File: src/rtl/bike_reg_bank_loader.sv
// Command-driven sequencer that owns every write into the BIKE register-bank array:
// streams 32-bit words into a selected bank, clears banks, and tracks which banks are complete.
module bike_reg_bank_loader #(
    parameter int NUM_OF_BANKS = 4,
    parameter int BANK_SIZE    = 8,
    parameter int BANK_IDX_W   = (NUM_OF_BANKS > 1) ? $clog2(NUM_OF_BANKS) : 1
) (
    input  logic                                   clk,
    input  logic                                   reset,
    input  logic                                   cmd_valid,
    output logic                                   cmd_ready,
    input  logic                                   cmd_op,
    input  logic [BANK_IDX_W-1:0]                  cmd_bank,
    input  logic [31:0]                            s_data,
    input  logic                                   s_valid,
    output logic                                   s_ready,
    output logic [NUM_OF_BANKS-1:0]                bank_resetn,
    output logic [NUM_OF_BANKS-1:0][BANK_SIZE-1:0] bank_enable,
    output logic [NUM_OF_BANKS-1:0][31:0]          bank_din,
    output logic [NUM_OF_BANKS-1:0]                bank_loaded,
    output logic                                   busy,
    output logic                                   done,
    output logic                                   error
);
    localparam int                    CNT_W       = (BANK_SIZE > 1) ? $clog2(BANK_SIZE) : 1;
    localparam logic [BANK_IDX_W:0]   NUM_BANKS_L = (BANK_IDX_W + 1)'(NUM_OF_BANKS);
    localparam logic [CNT_W-1:0]      LAST_WORD   = CNT_W'(BANK_SIZE - 1);

    typedef enum logic [1:0] {IDLE, CLEAR, LOAD, DONE} state_t;

    state_t                  state_q;
    logic [CNT_W-1:0]        cnt_q;
    logic [BANK_IDX_W-1:0]   bank_q;
    logic [NUM_OF_BANKS-1:0] loaded_q;
    logic                    busy_q;
    logic                    done_q;
    logic                    error_q;

    logic                    cmd_hs;
    logic                    bank_bad;
    logic                    word_hs;
    logic                    last_word;
    logic [NUM_OF_BANKS-1:0] cmd_sel;
    logic [NUM_OF_BANKS-1:0] bank_sel;

    always_comb begin
        cmd_sel  = '0;
        bank_sel = '0;
        for (int i = 0; i < NUM_OF_BANKS; i++) begin
            cmd_sel[i]  = (cmd_bank == BANK_IDX_W'(i));
            bank_sel[i] = (bank_q == BANK_IDX_W'(i));
        end
    end

    assign cmd_ready = (state_q == IDLE);
    assign s_ready   = (state_q == LOAD);
    assign cmd_hs    = cmd_valid & cmd_ready;
    assign bank_bad  = ({1'b0, cmd_bank} >= NUM_BANKS_L);
    assign word_hs   = s_valid & s_ready;
    assign last_word = word_hs & (cnt_q == LAST_WORD);

    // Zero-latency write: the enable goes out in the same cycle as the stream handshake.
    always_comb begin
        bank_enable = '0;
        for (int i = 0; i < NUM_OF_BANKS; i++) begin
            if (word_hs && bank_sel[i]) begin
                bank_enable[i] = BANK_SIZE'(1) << cnt_q;
            end
        end
    end

    assign bank_din = {NUM_OF_BANKS{s_data}};

    // Banks clear together with the controller while reset is held.
    assign bank_resetn = reset ? '0 : ((state_q == CLEAR) ? ~bank_sel : '1);

    assign bank_loaded = loaded_q;
    assign busy        = busy_q;
    assign done        = done_q;
    assign error       = error_q;

    always_ff @(posedge clk or posedge reset) begin
        if (reset) begin
            state_q  <= IDLE;
            cnt_q    <= '0;
            bank_q   <= '0;
            loaded_q <= '0;
            busy_q   <= 1'b0;
            done_q   <= 1'b0;
            error_q  <= 1'b0;
        end else begin
            done_q  <= 1'b0;
            error_q <= 1'b0;
            case (state_q)
                IDLE: begin
                    if (cmd_hs) begin
                        if (bank_bad) begin
                            error_q <= 1'b1;
                        end else begin
                            bank_q <= cmd_bank;
                            busy_q <= 1'b1;
                            if (cmd_op) begin
                                state_q <= CLEAR;
                            end else begin
                                state_q  <= LOAD;
                                cnt_q    <= '0;
                                // A bank being rewritten must never look complete.
                                loaded_q <= loaded_q & ~cmd_sel;
                            end
                        end
                    end
                end
                CLEAR: begin
                    loaded_q <= loaded_q & ~bank_sel;
                    done_q   <= 1'b1;
                    state_q  <= DONE;
                end
                LOAD: begin
                    if (last_word) begin
                        cnt_q    <= '0;
                        loaded_q <= loaded_q | bank_sel;
                        done_q   <= 1'b1;
                        state_q  <= DONE;
                    end else if (word_hs) begin
                        cnt_q <= cnt_q + CNT_W'(1);
                    end
                end
                DONE: begin
                    busy_q  <= 1'b0;
                    state_q <= IDLE;
                end
                default: state_q <= IDLE;
            endcase
        end
    end
endmodule

File: config.mk
export PLATFORM = sky130hd
export DESIGN_NAME = bike_reg_bank_loader
export DESIGN_NICKNAME = d
export VERILOG_FILES = /design/src/rtl/bike_reg_bank_loader.sv
export SDC_FILE = /design/constraint.sdc
export NUM_CORES = 1
export LEC_CHECK = 0
export CAP_MARGIN = 20
export CELL_PAD_IN_SITES_DETAIL_PLACEMENT = 1
export CELL_PAD_IN_SITES_GLOBAL_PLACEMENT = 1
export CORE_UTILIZATION = 20
export CTS_CLUSTER_DIAMETER = 40
export DETAILED_ROUTE_END_ITERATION = 16
export GPL_TIMING_DRIVEN = 0
export PLACE_DENSITY = 0.95
export SLEW_MARGIN = 15
export SYNTH_ARGS = -nofsm -noshare
export SYNTH_HDL_FRONTEND = slang
export SYNTH_SLANG_ARGS = --single-unit
File: constraint.sdc
create_clock -name clk -period 4.2 [get_ports clk]
set_clock_uncertainty 0.05 [all_clocks]
set_input_delay 0.63 -clock clk [delete_from_list [all_inputs] [get_ports clk]]
set_output_delay 0.63 -clock clk [all_outputs]
set_load 0.05 [all_outputs]
==> results.yml <==
outcome:
  run_status: "finished clean"
grt:
  antenna_found_initial: 0
  grt_pass1_wl_mm: 11.52
  grt-ovfl-total: 0
  grt_max_degree: 14
  grt.total_usage: 0.1399
  grt_pass1_vias: 2292
yosys:
  synth_area_um2: 2038
  synthFlopType: "dfrtp_1"
  seq_area_frac_synth: 0.1596
  muxShareOfSynthArea: 0.03683
  synth_cells: 262
  synth.avg_cell_area_um2: 7.779
  synth_top_family_by_area: "buffers and inverters"
  synthAdderAreaFrac: 0.06139
  syn_nets: 311
  yosysUniqueCellTypes: 33
  synthXorXnorAreaFrac: 0
  async_flop_share: 1.000
  yosysWarnings: 0
  synth_edf_count: 0
  synth_compound_area_frac: 0.09822
  yosys.area_share.simple: 0.1320
  synth_seq_cells: 13
sta:
  period_needed_ns: 3.437
  timing.fmax_mhz: 290.9
  grt_setup_unrepaired: "no"
  relSlewSlack: 0.6253
  maxSlewViolCount: 0
  fin_setup_tns_ns: 0
  finalSetupViolCount: 0
  hold_viol_final: 0
  max_slew.worst_pin.slew_ns: 0.5603
  period_share: 0.8184
  timing.hold.ws_ns: 0.4746
layout:
  layout_commonest_cell: "clkdlybuf4s50_1"
  final_cell_mix: "clkdlybuf4s50_1, buf_4, nor2_1, nand2_1, dfrtp_1"
  final_nets: 494
  design_area_um2: 4031
  area_growth_pct: 97.79
  final_layout_size_suffix_gt1_frac: 0.3266
  diodes: 0
floorplan:
  core_area_um2: 9819
  initial_core_util: 0.2076
  die_w_um: 103.0
  io_pins: 212
  row_count: 36
  die-area_um2: 10600
  die_h_um: 103.0
critical_path:
  required_ns: 3.52
  reg2regPathDepth: 5
  worstSetupStartpoint: "s_valid"
  timing.rr.start: "state_q[0]"
  reg2reg_to: "cnt_q[2]"
  crit_fanout: 7
  crit_type: "primary input to output pin"
  endpoint: "bank_enable[10]"
  start_kind: "primary input"
  r2r_slack_ns: 2.50
  arrival_ns: 2.76
  endpoint_kind: "output pin"
power_and_ir_drop:
  p_seq_frac: 0.154
  power.internal_mw: 0.6763
  cellLeakagePower_nw: 1.790
  power_frac_comb: 0.769
  vdd_drop_max_mv: 0.4087
  switching_share: 0.5503
  finalPower_mw: 1.504
  switching_power_mw: 0.8276
  power.density_nw_per_um2: 373.1
  clkPwrFrac: 0.078
place:
  placedInstanceArea_um2: 3986
  dpl.hpwl_mm: 7.095
  io_buffers: 178
  place_congestion: 0.9228
clocking:
  cts_buffers: 3
  cts_hold_buf: 0
  cts-root-buf: "clkbuf_8"
  cts_post_setup_buffers_inserted: 0
  h-tree-depth: 1
  path_clk_slew_ns: 0.06
  clock_path_buffers: 2
  cts_tree: "built"
  insertion_delay_ns: 0.25
  cts_resized: 0
  cts.sinks: 13
routing:
  vias: 2284
  vias_per_cell: 3.958
  drc: 0
  dr.pass1.iters: 4
  drtAntennaViolNets: 0
  drtIter0Drc: 52
  wirelength_mm: 8.039
  wl_per_cell_um: 13.93
hold_path:
  min_path_type: "register to register"
job:
  cap_violations: 0
synthesized netlist by cell type, types with 2 or more instances:
| cell type | n | area share |
|---|---|---|
| nand2b_1 | 3 | 0.0092 |
| nand2_1 | 15 | 0.028 |
| nor2_1 | 34 | 0.063 |
| buf_6 | 2 | 0.011 |
| a41oi_1 | 6 | 0.026 |
| and3_1 | 2 | 0.0061 |
| inv_1 | 9 | 0.017 |
| buf_4 | 129 | 0.48 |
| mux2i_1 | 3 | 0.015 |
| a22oi_1 | 2 | 0.0074 |
| o2bb2ai_1 | 3 | 0.013 |
| dfrtp_1 | 13 | 0.16 |
| buf_2 | 2 | 0.0049 |
| a21oi_1 | 8 | 0.020 |
| ha_1 | 10 | 0.061 |
| mux2_2 | 4 | 0.022 |
critical path: stages:
cell	delay [ns]
clkdlybuf4s50_1	0.53
and2_2	0.16
clkbuf_2	0.15
nand2_1	0.23
nor2_1	0.22
clkdlybuf4s50_1	0.83
power groups by stage:
stage / sequential (mW) / clock [mW] / combinational [mW]
floorplan: 0.300 / 0 / 0.752
global placement: 0.228 / 0 / 1.13
detailed placement: 0.231 / 0 / 1.16
CTS: 0.231 / 0.121 / 1.16
global route: 0.241 / 0.127 / 1.23
finish: 0.231 / 0.117 / 1.16
layout make-up:
type,instances,area [µm²]
repair buffers,178,1782
plain buffers,134,1006
fillers,1189,5788
clock buffers,4,45.04
multi-input cells,106,673.1
flip-flops and latches,13,325.3
well taps,133,166.4
inverters,9,33.78
metrics by stage:
| step | worst slack [ns] | cells | utilization |
|---|---|---|---|
| 2_1_floorplan | 0.9798 | 262 | - |
| 3_3_place_gp | 0.7966 | 573 | 0.4060 |
| 3_5_place_dp | 0.7193 | 573 | 0.4060 |
| 4_1_cts | 0.7194 | 577 | 0.4106 |
| 5_1_grt | 0.6345 | 577 | 0.4106 |
| 6_report | 0.7627 | 577 | 0.4106 |
logic make-up after synthesis:
| kind of cell | after synthesis |
|---|---|
| flip-flops | 13 |
| AND/OR/NAND/NOR | 61 |
| AO/OA/AOI/OAI | 27 |
| other | 1 |
| multiplexers | 7 |
| buffers and inverters | 143 |
| adder cells (fa/ha/maj) | 10 |
sequential cells by signal (all words and copies together), names as in the netlist:
signal       count
done             1
cnt_q            3
busy             1
state_q          2
bank_loaded      4
bank_q           2
worst min path at each step:
stage | from | cells after the start | endpoint
4_1_cts | bank_loaded[1] | 1 | bank_loaded[1]
2_1_floorplan | reset | 1 | bank_loaded[0]
5_1_grt | bank_loaded[1] | 1 | bank_loaded[1]
3_5_place_dp | bank_loaded[1] | 1 | bank_loaded[1]
3_3_place_gp | bank_loaded[1] | 1 | bank_loaded[1]
6_report | bank_loaded[1] | 1 | bank_loaded[1]
per-layer routing:
layer | GRT usage | vias up | part of all wire | routed length (µm)
li1 | - | 1069 | - | -
met1 | 0.1384 | 1075 | 0.33 | 2660
met2 | 0.2877 | 127 | 0.56 | 4496
met3 | 0.02712 | 13 | 0.093 | 748
met4 | 0.04334 | 0 | 0.017 | 133
met5 | 0 | - | 0 | 0
Note: power is estimated with default switching activity, not from simulation.
